## config.mk

```make
export PLATFORM = sky130hd
export DESIGN_NAME = monolith_job_arbiter
export DESIGN_NICKNAME = d
export VERILOG_FILES = /design/src/rtl/monolith_pkg.sv /design/src/rtl/rr_arbiter.sv /design/src/rtl/monolith_job_arbiter.sv
export SDC_FILE = /design/constraint.sdc
export NUM_CORES = 1
export LEC_CHECK = 0
export CAP_MARGIN = 25
export CORE_AREA = 5 5 157 159
export DETAILED_ROUTE_END_ITERATION = 16
export DIE_AREA = 0 0 162 164
export DONT_BUFFER_PORTS = 1
export SLEW_MARGIN = 20
export SYNTH_ARGS = -nofsm -noshare
export SYNTH_HDL_FRONTEND = slang
export SYNTH_SLANG_ARGS = --single-unit
```

## constraint.sdc

```tcl
create_clock -name clock -period 7.7 [get_ports clock]
set_input_delay 1.155 -clock clock [delete_from_list [all_inputs] [get_ports clock]]
set_output_delay 1.155 -clock clock [all_outputs]
set_load 0.02 [all_outputs]
```

## src/rtl/monolith_pkg.sv

```systemverilog
// Shared types and helpers for the Monolith M31 job arbiter.
// Pure declarations: no logic, no latency, no flow control.
package monolith_pkg;

    localparam int DATA_W = 31;
    localparam logic [DATA_W-1:0] M31_P = 31'h7FFFFFFF;

    typedef enum logic [1:0] {
        IDLE  = 2'd0,
        ISSUE = 2'd1,
        WAIT  = 2'd2,
        RESP  = 2'd3
    } arb_state_t;

    // p itself is congruent to zero, so it is folded to the canonical 0.
    function automatic logic [DATA_W-1:0] m31_canon(input logic [DATA_W-1:0] x);
        return (x == M31_P) ? '0 : x;
    endfunction

endpackage

```

## src/rtl/rr_arbiter.sv

```systemverilog
// Combinational round-robin pick: first set request at or after ptr_i, cyclically.
// Zero latency; no backpressure, vld_o is low when nothing requests.
module rr_arbiter #(
    parameter int NUM_REQ = 4,
    localparam int IDX_W = (NUM_REQ > 1) ? $clog2(NUM_REQ) : 1
) (
    input  logic [NUM_REQ-1:0] req_i,
    input  logic [IDX_W-1:0]   ptr_i,
    output logic [NUM_REQ-1:0] gnt_o,
    output logic [IDX_W-1:0]   idx_o,
    output logic               vld_o
);

    always_comb begin
        gnt_o = '0;
        idx_o = '0;
        vld_o = 1'b0;
        for (int k = 0; k < NUM_REQ; k++) begin
            if (!vld_o && req_i[(int'(ptr_i) + k) % NUM_REQ]) begin
                vld_o = 1'b1;
                idx_o = IDX_W'((int'(ptr_i) + k) % NUM_REQ);
                gnt_o[(int'(ptr_i) + k) % NUM_REQ] = 1'b1;
            end
        end
    end

endmodule

```

## src/rtl/monolith_job_arbiter.sv

```systemverilog
// Round-robin sharing of one Monolith core: grant, start pulse, wait for fresh valid, respond.
// Grant->start 1 cycle, core done->rsp_valid 1 cycle; response held until the granted rsp_ready.
module monolith_job_arbiter #(
    parameter int NUM_REQ        = 4,
    parameter int DATA_W         = 31,
    parameter int TIMEOUT_CYCLES = 1024,
    parameter int CNT_W          = 16
) (
    input  logic                        clock,
    input  logic                        reset,
    input  logic [NUM_REQ-1:0]          req_valid,
    output logic [NUM_REQ-1:0]          req_ready,
    input  logic [NUM_REQ*DATA_W-1:0]   req_in0,
    input  logic [NUM_REQ*DATA_W-1:0]   req_in1,
    output logic [NUM_REQ-1:0]          rsp_valid,
    input  logic [NUM_REQ-1:0]          rsp_ready,
    output logic [DATA_W-1:0]           rsp_data,
    output logic                        rsp_err,
    output logic [DATA_W-1:0]           core_in0,
    output logic [DATA_W-1:0]           core_in1,
    output logic                        core_start,
    input  logic                        core_valid,
    input  logic [DATA_W-1:0]           core_out,
    output logic                        busy,
    output logic [CNT_W-1:0]            jobs_done
);

    import monolith_pkg::*;

    localparam int IDX_W = (NUM_REQ > 1) ? $clog2(NUM_REQ) : 1;
    localparam int WD_W  = $clog2(TIMEOUT_CYCLES + 1);

    arb_state_t          state_q, state_d;
    logic [IDX_W-1:0]    rr_ptr_q, rr_ptr_d;
    logic [IDX_W-1:0]    gnt_q, gnt_d;
    logic [DATA_W-1:0]   op0_q, op0_d;
    logic [DATA_W-1:0]   op1_q, op1_d;
    logic [DATA_W-1:0]   rsp_data_q, rsp_data_d;
    logic                rsp_err_q, rsp_err_d;
    logic [WD_W-1:0]     wdog_q, wdog_d;
    logic                seen_low_q, seen_low_d;
    logic [CNT_W-1:0]    jobs_done_q, jobs_done_d;

    logic [NUM_REQ-1:0]  arb_gnt;
    logic [IDX_W-1:0]    arb_idx;
    logic                arb_vld;

    rr_arbiter #(
        .NUM_REQ (NUM_REQ)
    ) u_rr_arbiter (
        .req_i (req_valid),
        .ptr_i (rr_ptr_q),
        .gnt_o (arb_gnt),
        .idx_o (arb_idx),
        .vld_o (arb_vld)
    );

    always_comb begin
        state_d     = state_q;
        rr_ptr_d    = rr_ptr_q;
        gnt_d       = gnt_q;
        op0_d       = op0_q;
        op1_d       = op1_q;
        rsp_data_d  = rsp_data_q;
        rsp_err_d   = rsp_err_q;
        wdog_d      = wdog_q;
        seen_low_d  = seen_low_q;
        jobs_done_d = jobs_done_q;
        req_ready   = '0;
        rsp_valid   = '0;
        core_start  = 1'b0;

        unique case (state_q)
            IDLE: begin
                if (arb_vld) begin
                    req_ready = arb_gnt;
                    gnt_d     = arb_idx;
                    op0_d     = m31_canon(req_in0[int'(arb_idx)*DATA_W +: DATA_W]);
                    op1_d     = m31_canon(req_in1[int'(arb_idx)*DATA_W +: DATA_W]);
                    rr_ptr_d  = (int'(arb_idx) == NUM_REQ - 1) ? '0 : arb_idx + 1'b1;
                    state_d   = ISSUE;
                end
            end
            ISSUE: begin
                core_start = 1'b1;
                seen_low_d = 1'b0;
                wdog_d     = WD_W'(TIMEOUT_CYCLES);
                state_d    = WAIT;
            end
            WAIT: begin
                // A level left high by the previous job must not complete this one.
                if (!core_valid) begin
                    seen_low_d = 1'b1;
                end
                if (seen_low_q && core_valid) begin
                    rsp_data_d = core_out;
                    rsp_err_d  = 1'b0;
                    state_d    = RESP;
                end else if (wdog_q <= WD_W'(1)) begin
                    rsp_data_d = '0;
                    rsp_err_d  = 1'b1;
                    state_d    = RESP;
                end else begin
                    wdog_d = wdog_q - 1'b1;
                end
            end
            RESP: begin
                rsp_valid[gnt_q] = 1'b1;
                if (rsp_ready[gnt_q]) begin
                    if (!rsp_err_q) begin
                        jobs_done_d = jobs_done_q + 1'b1;
                    end
                    state_d = IDLE;
                end
            end
            default: state_d = IDLE;
        endcase
    end

    always_ff @(posedge clock or posedge reset) begin
        if (reset) begin
            state_q     <= IDLE;
            rr_ptr_q    <= '0;
            gnt_q       <= '0;
            op0_q       <= '0;
            op1_q       <= '0;
            rsp_data_q  <= '0;
            rsp_err_q   <= 1'b0;
            wdog_q      <= '0;
            seen_low_q  <= 1'b0;
            jobs_done_q <= '0;
        end else begin
            state_q     <= state_d;
            rr_ptr_q    <= rr_ptr_d;
            gnt_q       <= gnt_d;
            op0_q       <= op0_d;
            op1_q       <= op1_d;
            rsp_data_q  <= rsp_data_d;
            rsp_err_q   <= rsp_err_d;
            wdog_q      <= wdog_d;
            seen_low_q  <= seen_low_d;
            jobs_done_q <= jobs_done_d;
        end
    end

    assign core_in0  = op0_q;
    assign core_in1  = op1_q;
    assign rsp_data  = rsp_data_q;
    assign rsp_err   = rsp_err_q;
    assign busy      = (state_q != IDLE);
    assign jobs_done = jobs_done_q;

endmodule

```

# Word level (Yosys, flattened, before mapping)
# Index checks and enable logic that the tools add are counted.
# W data, S select, Z words.
totals:
  regBits: 128
  inputBits: 290
  output_inout_bits: 120
  word_cells: 130
classes:
  add_sub_neg: 6
  mul: 1
  magnitude_cmp: 11
  n_eq_ne: 12
  shift: 2
  muxes: 56
  bitwise: 7
  n_reduce_logical: 25
op_table:
  columns: ["op", "n"]
  rows:
  - ["$mux W31", 4]
  - ["$shiftx A124 B32 Y31", 1]
  - ["$shiftx A124 B8 Y31", 1]
  - ["$eq A31 B31 Y1 const B", 2]
  - ["$mux W4", 7]
  - ["$mux W11", 2]
  - ["$pmux W11 S2", 1]
  - ["$mux W1", 21]
  - ["$mux W2", 9]
  - ["$add A16 B1 Y16 const B", 1]
  - ["$lt A3 B4 Y1 const B", 3]
  - ["$or A4 B4 Y4", 3]
  - ["$le A11 B1 Y1 const B", 1]
  - ["$sub A11 B1 Y11 const B", 1]
  - ["$bmux W1 S2", 5]
  - ["$demux W1 S2", 5]
  - ["$ne A2 B2 Y1 const B", 5]
  - ["$ge A3 B1 Y1 const B", 3]
  - ["$logic_and A1 B1 Y1", 9]
  - ["$reduce_and A3 Y1", 3]
  - ["$pmux W2 S4", 1]
  - ["$mul A2 B5 Y7 const B", 1]
  - ["$lt A2 B3 Y1 const B", 2]
  - ["$reduce_and A2 Y1", 3]
  - ["13 further kinds", 26]

# Longest topological paths before layout
# Gate-level depths: netlist of run 1.
depth:
  ltp_word: 18
  depth_mapped: 13
  depth_no_buf: 8

# Cells and area by module
# A second synthesis of run 1 with hierarchy kept.
hier_totals:
  hier_cells: 661
  area_unflattened_um2: 7592.3
modules_own_cells:
  columns: ["module", "instances", "cells_each", "area_per_inst_um2", "seq_area_each_um2"]
  rows:
  - ["monolith_job_arbiter", 1, 616, 7173.1, 3203.1]
  - ["rr_arbiter", 1, 45, 419.2, 0.0]

# Worst setup path before layout of run 1
# No wires, ideal clock.
synth_timing:
  path_type: "input port to output port"
  start: "input req_valid[2]"
  end: "output req_ready[0]"
  arrival_time_ps: 2827
  required_time_ps: 6545
  slack_ps: 3718
  path_stages: 6
  n_path_buf: 1
  cell_sequence: "buf_2 > mux4_2 > a211oi_1 > a22o_1 > nand2_1 > a21oi_1"
synth_via:
  elab_chain_len: 14
  word_cells_on_any_way: 30
  classes_between: "mux: 21; bitwise: 3; reduce/logical: 6"
synth_rtl:
  columns: ["item", "line", "rtl"]
  rows:
  - ["start: declaration", "monolith_job_arbiter.sv:11", "input logic [NUM_REQ-1:0] req_valid,"]
  - ["$bmux W1 S2", "rr_arbiter.sv:19", "if (!vld_o && req_i[(int'(ptr_i) + k) % NUM_REQ]) begin"]
  - ["$mux W1 (not written as such)", "rr_arbiter.sv:19", null]
  - ["$mux W1", "rr_arbiter.sv:19", null]
  - ["$logic_not A1 Y1", "rr_arbiter.sv:19", null]
  - ["$logic_and A1 B1 Y1", "rr_arbiter.sv:19", null]
  - ["$mux W1", "rr_arbiter.sv:19", null]
  - ["$logic_not A1 Y1", "rr_arbiter.sv:19", null]
  - ["$logic_and A1 B1 Y1", "rr_arbiter.sv:19", null]
  - ["$mux W1", "rr_arbiter.sv:19", null]
  - ["$logic_not A1 Y1", "rr_arbiter.sv:19", null]
  - ["$logic_and A1 B1 Y1", "rr_arbiter.sv:19", null]
  - ["$mux W4 or $mux W1 (tied branches)", "rr_arbiter.sv:19", null]
  - ["$mux W4 (*)", "monolith_job_arbiter.sv:75", "if (arb_vld) begin"]
  - ["$mux W4 (*)", "monolith_job_arbiter.sv:73", "unique case (state_q)"]
  - ["end: declaration", "monolith_job_arbiter.sv:12", "output logic [NUM_REQ-1:0] req_ready,"]
# Mark *: on every way between the ends. The rest lies on a longest branch, timed or not. The select of a mux whose other input is x is not followed.

# Final worst setup path of run 1
layout_timing:
  start: "register rr_ptr_q[0]"
  end: "output req_ready[2]"
layout_via:
  elab_chain_len: 15
  word_cells_on_any_way: 59
  classes_between: "add/sub: 3; order compare: 8; mux: 29; bitwise: 6; reduce/logical: 13"
layout_rtl:
  columns: ["item", "line", "rtl"]
  rows:
  - ["start: declaration", "monolith_job_arbiter.sv:34", "logic [IDX_W-1:0] rr_ptr_q, rr_ptr_d;"]
  - ["start signal: assignment", "monolith_job_arbiter.sv:134", "rr_ptr_q <= rr_ptr_d;"]
  - ["$add A2 B1 Y2", "rr_arbiter.sv:19, rr_arbiter.sv:22", null]
  - ["$reduce_or A2 Y1 (no source line)", null, null]
  - ["$and A1 B1 Y1 (no source line)", null, null]
  - ["$lt A3 B4 Y1 (not written as such) or $ge A3 B1 Y1 (tied branches)", "rr_arbiter.sv:22", "gnt_o[(int'(ptr_i) + k) % NUM_REQ] = 1'b1;"]
  - ["$logic_and A1 B1 Y1 (not written as such)", "rr_arbiter.sv:22", null]
  - ["$mux W1 (not written as such)", "rr_arbiter.sv:22", null]
  - ["$demux W1 S2", null, null]
  - ["$or A4 B4 Y4 (no source line)", null, null]
  - ["$mux W4", "rr_arbiter.sv:19", null]
  - ["$or A4 B4 Y4 (no source line)", null, null]
  - ["$mux W4", "rr_arbiter.sv:19", null]
  - ["$or A4 B4 Y4 (no source line)", null, null]
  - ["$mux W4", "rr_arbiter.sv:19", null]
  - ["$mux W4 (*)", "monolith_job_arbiter.sv:75", null]
  - ["$mux W4 (*)", "monolith_job_arbiter.sv:73", null]
# Marked as above.

==> impl_metrics.csv, run 1 <==
group,metric,value,unit
run_status,status,"complete, no violations",
clock_network,clk_pin_slew_worst_paths,70,ps
clock_network,cts_buffers,17,
die,core,23100,um^2
sta,skew,12.9,ps
drt,detail_route.wirelength,28700,um
die,dieArea,26600,um^2
synth,netlist_instances,826,
grt,antenna_found_initial,2,
sta,setup_viol,0,
grt,gr-total-overflow,0,
clock_network,clock_latency,420,ps
power,max-vdd-ir-drop,0.294,mV
sta,slew_headroom,0.301,
layout,nets,1100,
worst_hold_path,min-delay-start,"wdog_q[10]$_DFFE_PP0P_",
sta,hold_viol_final,0,
drt,dr.first_iter.drc_count,366,
drt,drc,0,
clock_network,cts_tree,"done",
die,start_util,0.379,
clock_network,cts_setup_buffers,0,
setup_path,critPathArrivalTime,3900,ps
drt,antenna_left,0,
synth,ys_seq_elements,128,
synth,synthArstFlopShare,1.00,
grt,grt_pass1_wl,42800,um
sta,fin_tns_setup,0,ps
setup_path,worstPathRequired,6550,ps
placement,dp_hpwl,21900,um
sta,final.setup.worst_slack,2640,ps
sta,tightest_slew,1050,ps
die,fp-row-count,56,
setup_path,worstSetupPathType,"flip-flop to primary output",
drt,num_vias,6887,
synth,netlist_area,8770,um^2
die,die_x,162,um
sta,rsz0062_at_grt,"no",
synth,yosysUniqueCellTypes,58,
setup_path,crit_fanout,16,
setup_path,worstReg2RegEnd,"core_in0[28]$_DFFE_PP0P_",
placement,dp_slack,3110,ps
clock_network,htree_levels,4,
sta,max_freq,198,MHz
layout,antenna_cells,0,
setup_path,r2r-start,"rr_ptr_q[0]$_DFFE_PP0P_",
sta,fin_hold_ws,534,ps
setup_path,reg2reg_slack,3390,ps
setup_path,r2r.worst_path.cells,7,
layout,post-route-util,0.412,
drt,firstDrtPassIters,5,
clock_network,cts.path.max_buffers,2,
worst_hold_path,min_delay_worst_endpoint,"wdog_q[10]$_DFFE_PP0P_",
layout,final_common_cell,"dfrtp_1",
drt,wire_per_inst,26.1,um
grt,grtUsageTotal,0.206,
layout,fillCellCount,2225,
layout,synthToLayoutAreaGrowth,8.59,%
synth,avgSynthCellArea,10.6,um^2
sta,slew_violations,0,
power,cellPowerDensity,462,nW/um^2
clock_network,cts.sink_count,128,
synth,synth_edf_count,0,
power,power.leakage,0.00406,uW
setup_path,critPathLaunchType,"flip-flop",
placement,io_buffer_count,0,
synth,seq_area_frac_synth,0.365,
grt,grt_start_max_net_pins,123,
synth,ys_warn_count,0,
worst_hold_path,whs_path_depth,2,
die,ios,410,
synth,syn_nets,1131,
grt,grt_pass1_vias,7425,
placement,globalplace.congestion,0.872,
layout,final_cell_mix,"dfrtp_1, nand2_1, nand4_1",
die,die_h,164,um
worst_hold_path,worstHoldPathType,"flip-flop to flip-flop",
job,maxCapViolations,0,
clock_network,postCtsResizedCells,0,
clock_network,root_buffer,"clkbuf_16",
power,total_power,4400,uW
sta,period_minus_slack,5060,ps
setup_path,endpoint_kind,"primary output",
sta,finalCritPeriodShare,0.657,
drt,vias_per_cell,6.27,
layout,drive_above_1_share,0.295,
synth,ys_dominant_reg_cell,"dfrtp_1",
clock_network,holdBufCountCts,0,
-- worst max-delay path, cell delays in order (launching register included) --
cell and delay (ps):
dfrtp_1 800, inv_1 280, ha_1 560, mux4_2 670
a211oi_1 500, a22o_1 210, nand2_1 60, a21oi_1 410
-- synth_stat cells, types with 2 or more instances --
cell	number	area [um^2]
o22ai_1	2	12.5
nand3_2	58	581
xor2_1	13	114
a22o_1	42	368
nor2_1	24	90.1
ha_1	15	188
mux2i_1	61	611
clkbuf_1	22	82.6
dfrtp_1	128	3200
o211ai_2	58	726
o2bb2ai_1	2	17.5
a221o_1	2	20.0
buf_2	12	60.1
a211o_1	2	17.5
a31oi_1	4	25.0
nand2_1	92	345
nand4_1	72	450
nor2b_1	2	12.5
mux4_2	3	67.6
nand3_1	11	55.1
and3_1	5	31.3
buf_4	11	82.6
buf_1	2	7.51
inv_1	15	56.3
xnor2_1	10	87.6
o211ai_1	6	45.0
nor4_1	20	125
nor3_1	5	25.0
nor3b_1	2	15.0
a22oi_1	5	37.5
o21ai_0	9	45.0
buf_6	11	124
a21o_1	2	15.0
a21oi_1	9	45.0
and3b_1	3	26.3
mux2_2	63	709
nand2b_1	2	12.5
-- worst max-delay path by stage --
stage	start	endpoint	slack (ps)	cells past startpoint
2_1_floorplan	reset	core_in0[0]$_DFFE_PP0P_	3130	1
3_3_place_gp	rr_ptr_q[0]$_DFFE_PP0P_	req_ready[1]	3270	7
3_5_place_dp	rr_ptr_q[0]$_DFFE_PP0P_	req_ready[2]	3110	7
4_1_cts	rr_ptr_q[0]$_DFFE_PP0P_	req_ready[2]	2650	7
5_1_grt	rr_ptr_q[0]$_DFFE_PP0P_	req_ready[2]	2450	7
6_report	rr_ptr_q[0]$_DFFE_PP0P_	req_ready[2]	2640	7
-- per-stage QoR --
step	cells	cell area (um^2)
finish	1098	9520
global route	1098	9520
CTS	1096	9490
detailed placement	1064	8880
global placement	1063	8860
floorplan	826	8770
-- where the power goes --
group | switching, uW | internal, uW | total [uW]
Sequential | 585 | 961 | 1550
Combinational | 1130 | 867 | 2000
Clock | 357 | 497 | 854
-- cells by family after synthesis --
| logic type | count (synthesis) | share of synthesized area |
|---|---|---|
| AO/OA/AOI/OAI | 156 | 0.174 |
| AND/OR/NAND/NOR | 303 | 0.210 |
| multiplexers | 127 | 0.158 |
| buffers and inverters | 74 | 0.0479 |
| flip-flops | 128 | 0.365 |
| adder cells (fa/ha/maj) | 15 | 0.0214 |
| XOR/XNOR | 23 | 0.0230 |
-- layer usage --
metal | vias up | global-route usage | routed length (um)
met1 | 3380 | 0.235 | 10800
met5 | - | 0 | 27
met2 | 357 | 0.356 | 14300
li1 | 3090 | - | -
met4 | 4 | 0.0888 | 1080
met3 | 56 | 0.0650 | 2430
-- flip-flops by register name, summed over array words and instances (netlist names) --
name,count
state_q,2
core_in0,31
jobs_done,16
rsp_data,31
gnt_q,2
seen_low_q,1
core_in1,31
rr_ptr_q,2
rsp_err,1
wdog_q,11
-- area by class of cell --
cell class | count | area (um^2) | share of cell area
multi-input combinational | 624 | 5190 | 0.545
tap | 290 | 363 | 0.0381
clock inverter | 14 | 166 | 0.0175
timing repair buffer | 9 | 101 | 0.0106
clock buffer | 18 | 439 | 0.0461
inverter | 15 | 61.3 | 0.00644
sequential | 128 | 3200 | 0.336
(Power assumes the default switching activity.)
==> run 2: changes to the inputs <==
==> constraint.sdc (replaced) <==
create_clock -name clock -period 4.1 [get_ports clock]
set_input_delay 0.615 -clock clock [delete_from_list [all_inputs] [get_ports clock]]
set_output_delay 0.615 -clock clock [all_outputs]
set_load 0.02 [all_outputs]
==> run 2 against run 1 <==
Net effect: non-clock buffer count up 9; final cell count increased by 0.91%; register-to-register slack got worse by 2700 ps; first-iteration DRC count up 12%; critical path type unchanged; critical endpoint is now req_ready[0]; largest cell class unchanged; highest routed layer unchanged.
==> impl_metrics.csv, run 2 (synthesis results as in run 1) <==
group,metric,value,unit
run_status,status,"complete, no violations",
setup_path,endpoint_kind,"primary output",
sta,slew_violations,0,
grt,grtUsageTotal,0.205,
setup_path,r2r.worst_path.cells,9,
job,maxCapViolations,0,
drt,drc,0,
sta,tightest_slew,944,ps
die,dieArea,26600,um^2
sta,max_freq,266,MHz
drt,dr.first_iter.drc_count,410,
power,power.leakage,0.00409,uW
die,ios,410,
drt,dr.max_layer_used,"met5",
layout,final_common_cell,"dfrtp_1",
sta,setup_viol,0,
placement,io_buffer_count,0,
sta,period_minus_slack,3760,ps
grt,grt_start_max_net_pins,104,
sta,fin_hold_ws,60.7,ps
drt,wl_met2,14300,um
clock_network,holdBufCountCts,0,
die,fp-row-count,56,
clock_network,cts.path.max_buffers,2,
setup_path,critPathLaunchType,"flip-flop",
drt,detail_route.wirelength,28800,um
drt,firstDrtPassIters,6,
grt,grt_pass1_wl,42500,um
drt,vias_per_cell,6.18,
grt,antenna_found_initial,2,
clock_network,cts.sink_count,128,
sta,skew,11.0,ps
drt,num_vias,6844,
power,max-vdd-ir-drop,0.309,mV
setup_path,crit_start,"rr_ptr_q[1]$_DFFE_PP0P_",
clock_network,cts_tree,"done",
setup_path,reg2reg_slack,710,ps
worst_hold_path,worstHoldPathType,"input pin to async pin",
power,seq_power_share,0.350,
die,core,23100,um^2
power,pwr-share-comb,0.467,
drt,wl_met3,2340,um
placement,globalplace.congestion,0.853,
power,p_int,4340,uW
setup_path,worstSetupPathType,"flip-flop to primary output",
drt,drt-met1-wl,11000,um
sta,finalCritPeriodShare,0.918,
die,die_x,162,um
setup_path,critPathArrivalTime,3150,ps
sta,rsz0062_at_grt,"no",
setup_path,worstPathRequired,3480,ps
sta,fin_tns_setup,0,ps
drt,antenna_left,0,
clock_network,cts_setup_buffers,0,
layout,nets,1109,
grt,grt_pass1_vias,7314,
layout,fillCellCount,2214,
clock_network,clk_pin_slew_worst_paths,70,ps
layout,drive_above_1_share,0.308,
grt,gr-total-overflow,0,
setup_path,r2r-start,"rr_ptr_q[1]$_DFFE_PP0P_",
clock_network,htree_levels,4,
sta,hold_viol_final,0,
power,p_sw,3890,uW
power,p_clk_frac,0.183,
layout,final_cell_mix,"dfrtp_1, nand2_1, nand4_1",
setup_path,worstReg2RegEnd,"core_in1[23]$_DFFE_PP0P_",
drt,wire_per_inst,26.0,um
placement,dp_hpwl,22200,um
die,die_h,164,um
die,start_util,0.379,
power,p_sw_frac,0.473,
clock_network,clock_latency,410,ps
power,cellPowerDensity,858,nW/um^2
clock_network,root_buffer,"clkbuf_16",
setup_path,crit_fanout,12,
clock_network,cts_buffers,17,
layout,post-route-util,0.415,
sta,slew_headroom,0.371,
layout,synthToLayoutAreaGrowth,9.33,%
run 2: per-stage QoR:
step,cell area (um^2),setup slack [ps],total power (uW),cells
floorplan,8770,72.4,5970,826
global placement,8960,534,6680,1073
detailed placement,8960,442,6730,1073
CTS,9550,83.7,8310,1105
global route,9590,102,8750,1108
finish,9590,336,8220,1108
run 2: critical path, cell delays in order (launching register included):
cell,delay [ps]
dfrtp_2,520
inv_1,170
ha_1,510
mux4_2,660
a211oi_2,350
a22o_1,180
nand2_1,60
a21oi_2,280
run 2: layer usage:
| metal | vias up | track usage |
|---|---|---|
| met5 | - | 0 |
| met4 | 2 | 0.0919 |
| met3 | 64 | 0.0625 |
| met2 | 334 | 0.357 |
| met1 | 3326 | 0.233 |
| li1 | 3118 | - |
run 2: power groups by stage:
stage	Combinational, uW	Clock, uW	Sequential, uW
6_report	3840	1510	2880
5_1_grt	4220	1600	2930
4_1_cts	3850	1570	2880
3_5_place_dp	3830	0	2890
3_3_place_gp	3770	0	2910
2_1_floorplan	3290	0	2680
run 2: layout make-up:
class | instances | area, um^2 | area share
multi-input cells | 624 | 5210 | 0.543
flip-flops and latches | 128 | 3200 | 0.334
clock buffers | 19 | 443 | 0.0462
well taps | 290 | 363 | 0.0378
repair buffers | 18 | 178 | 0.0185
clock inverters | 13 | 128 | 0.0133
inverters | 15 | 61.3 | 0.00640
diodes | 1 | 2.50 | 0.000261
run 2: worst max-delay path by stage:
stage               cells after the start  slack (ps)                      end
CTS                                     7          80             req_ready[1]
global placement                        7         530             req_ready[2]
finish                                  7         340             req_ready[0]
detailed placement                      7         440             req_ready[1]
floorplan                               1          70  core_in0[0]$_DFFE_PP0P_
global route                            7         100             req_ready[1]
run 2: what timing repair did:
item                       CTS  global route
gates resized for setup      4             2
gates cloned                 0             0
setup endpoints to repair    4             4
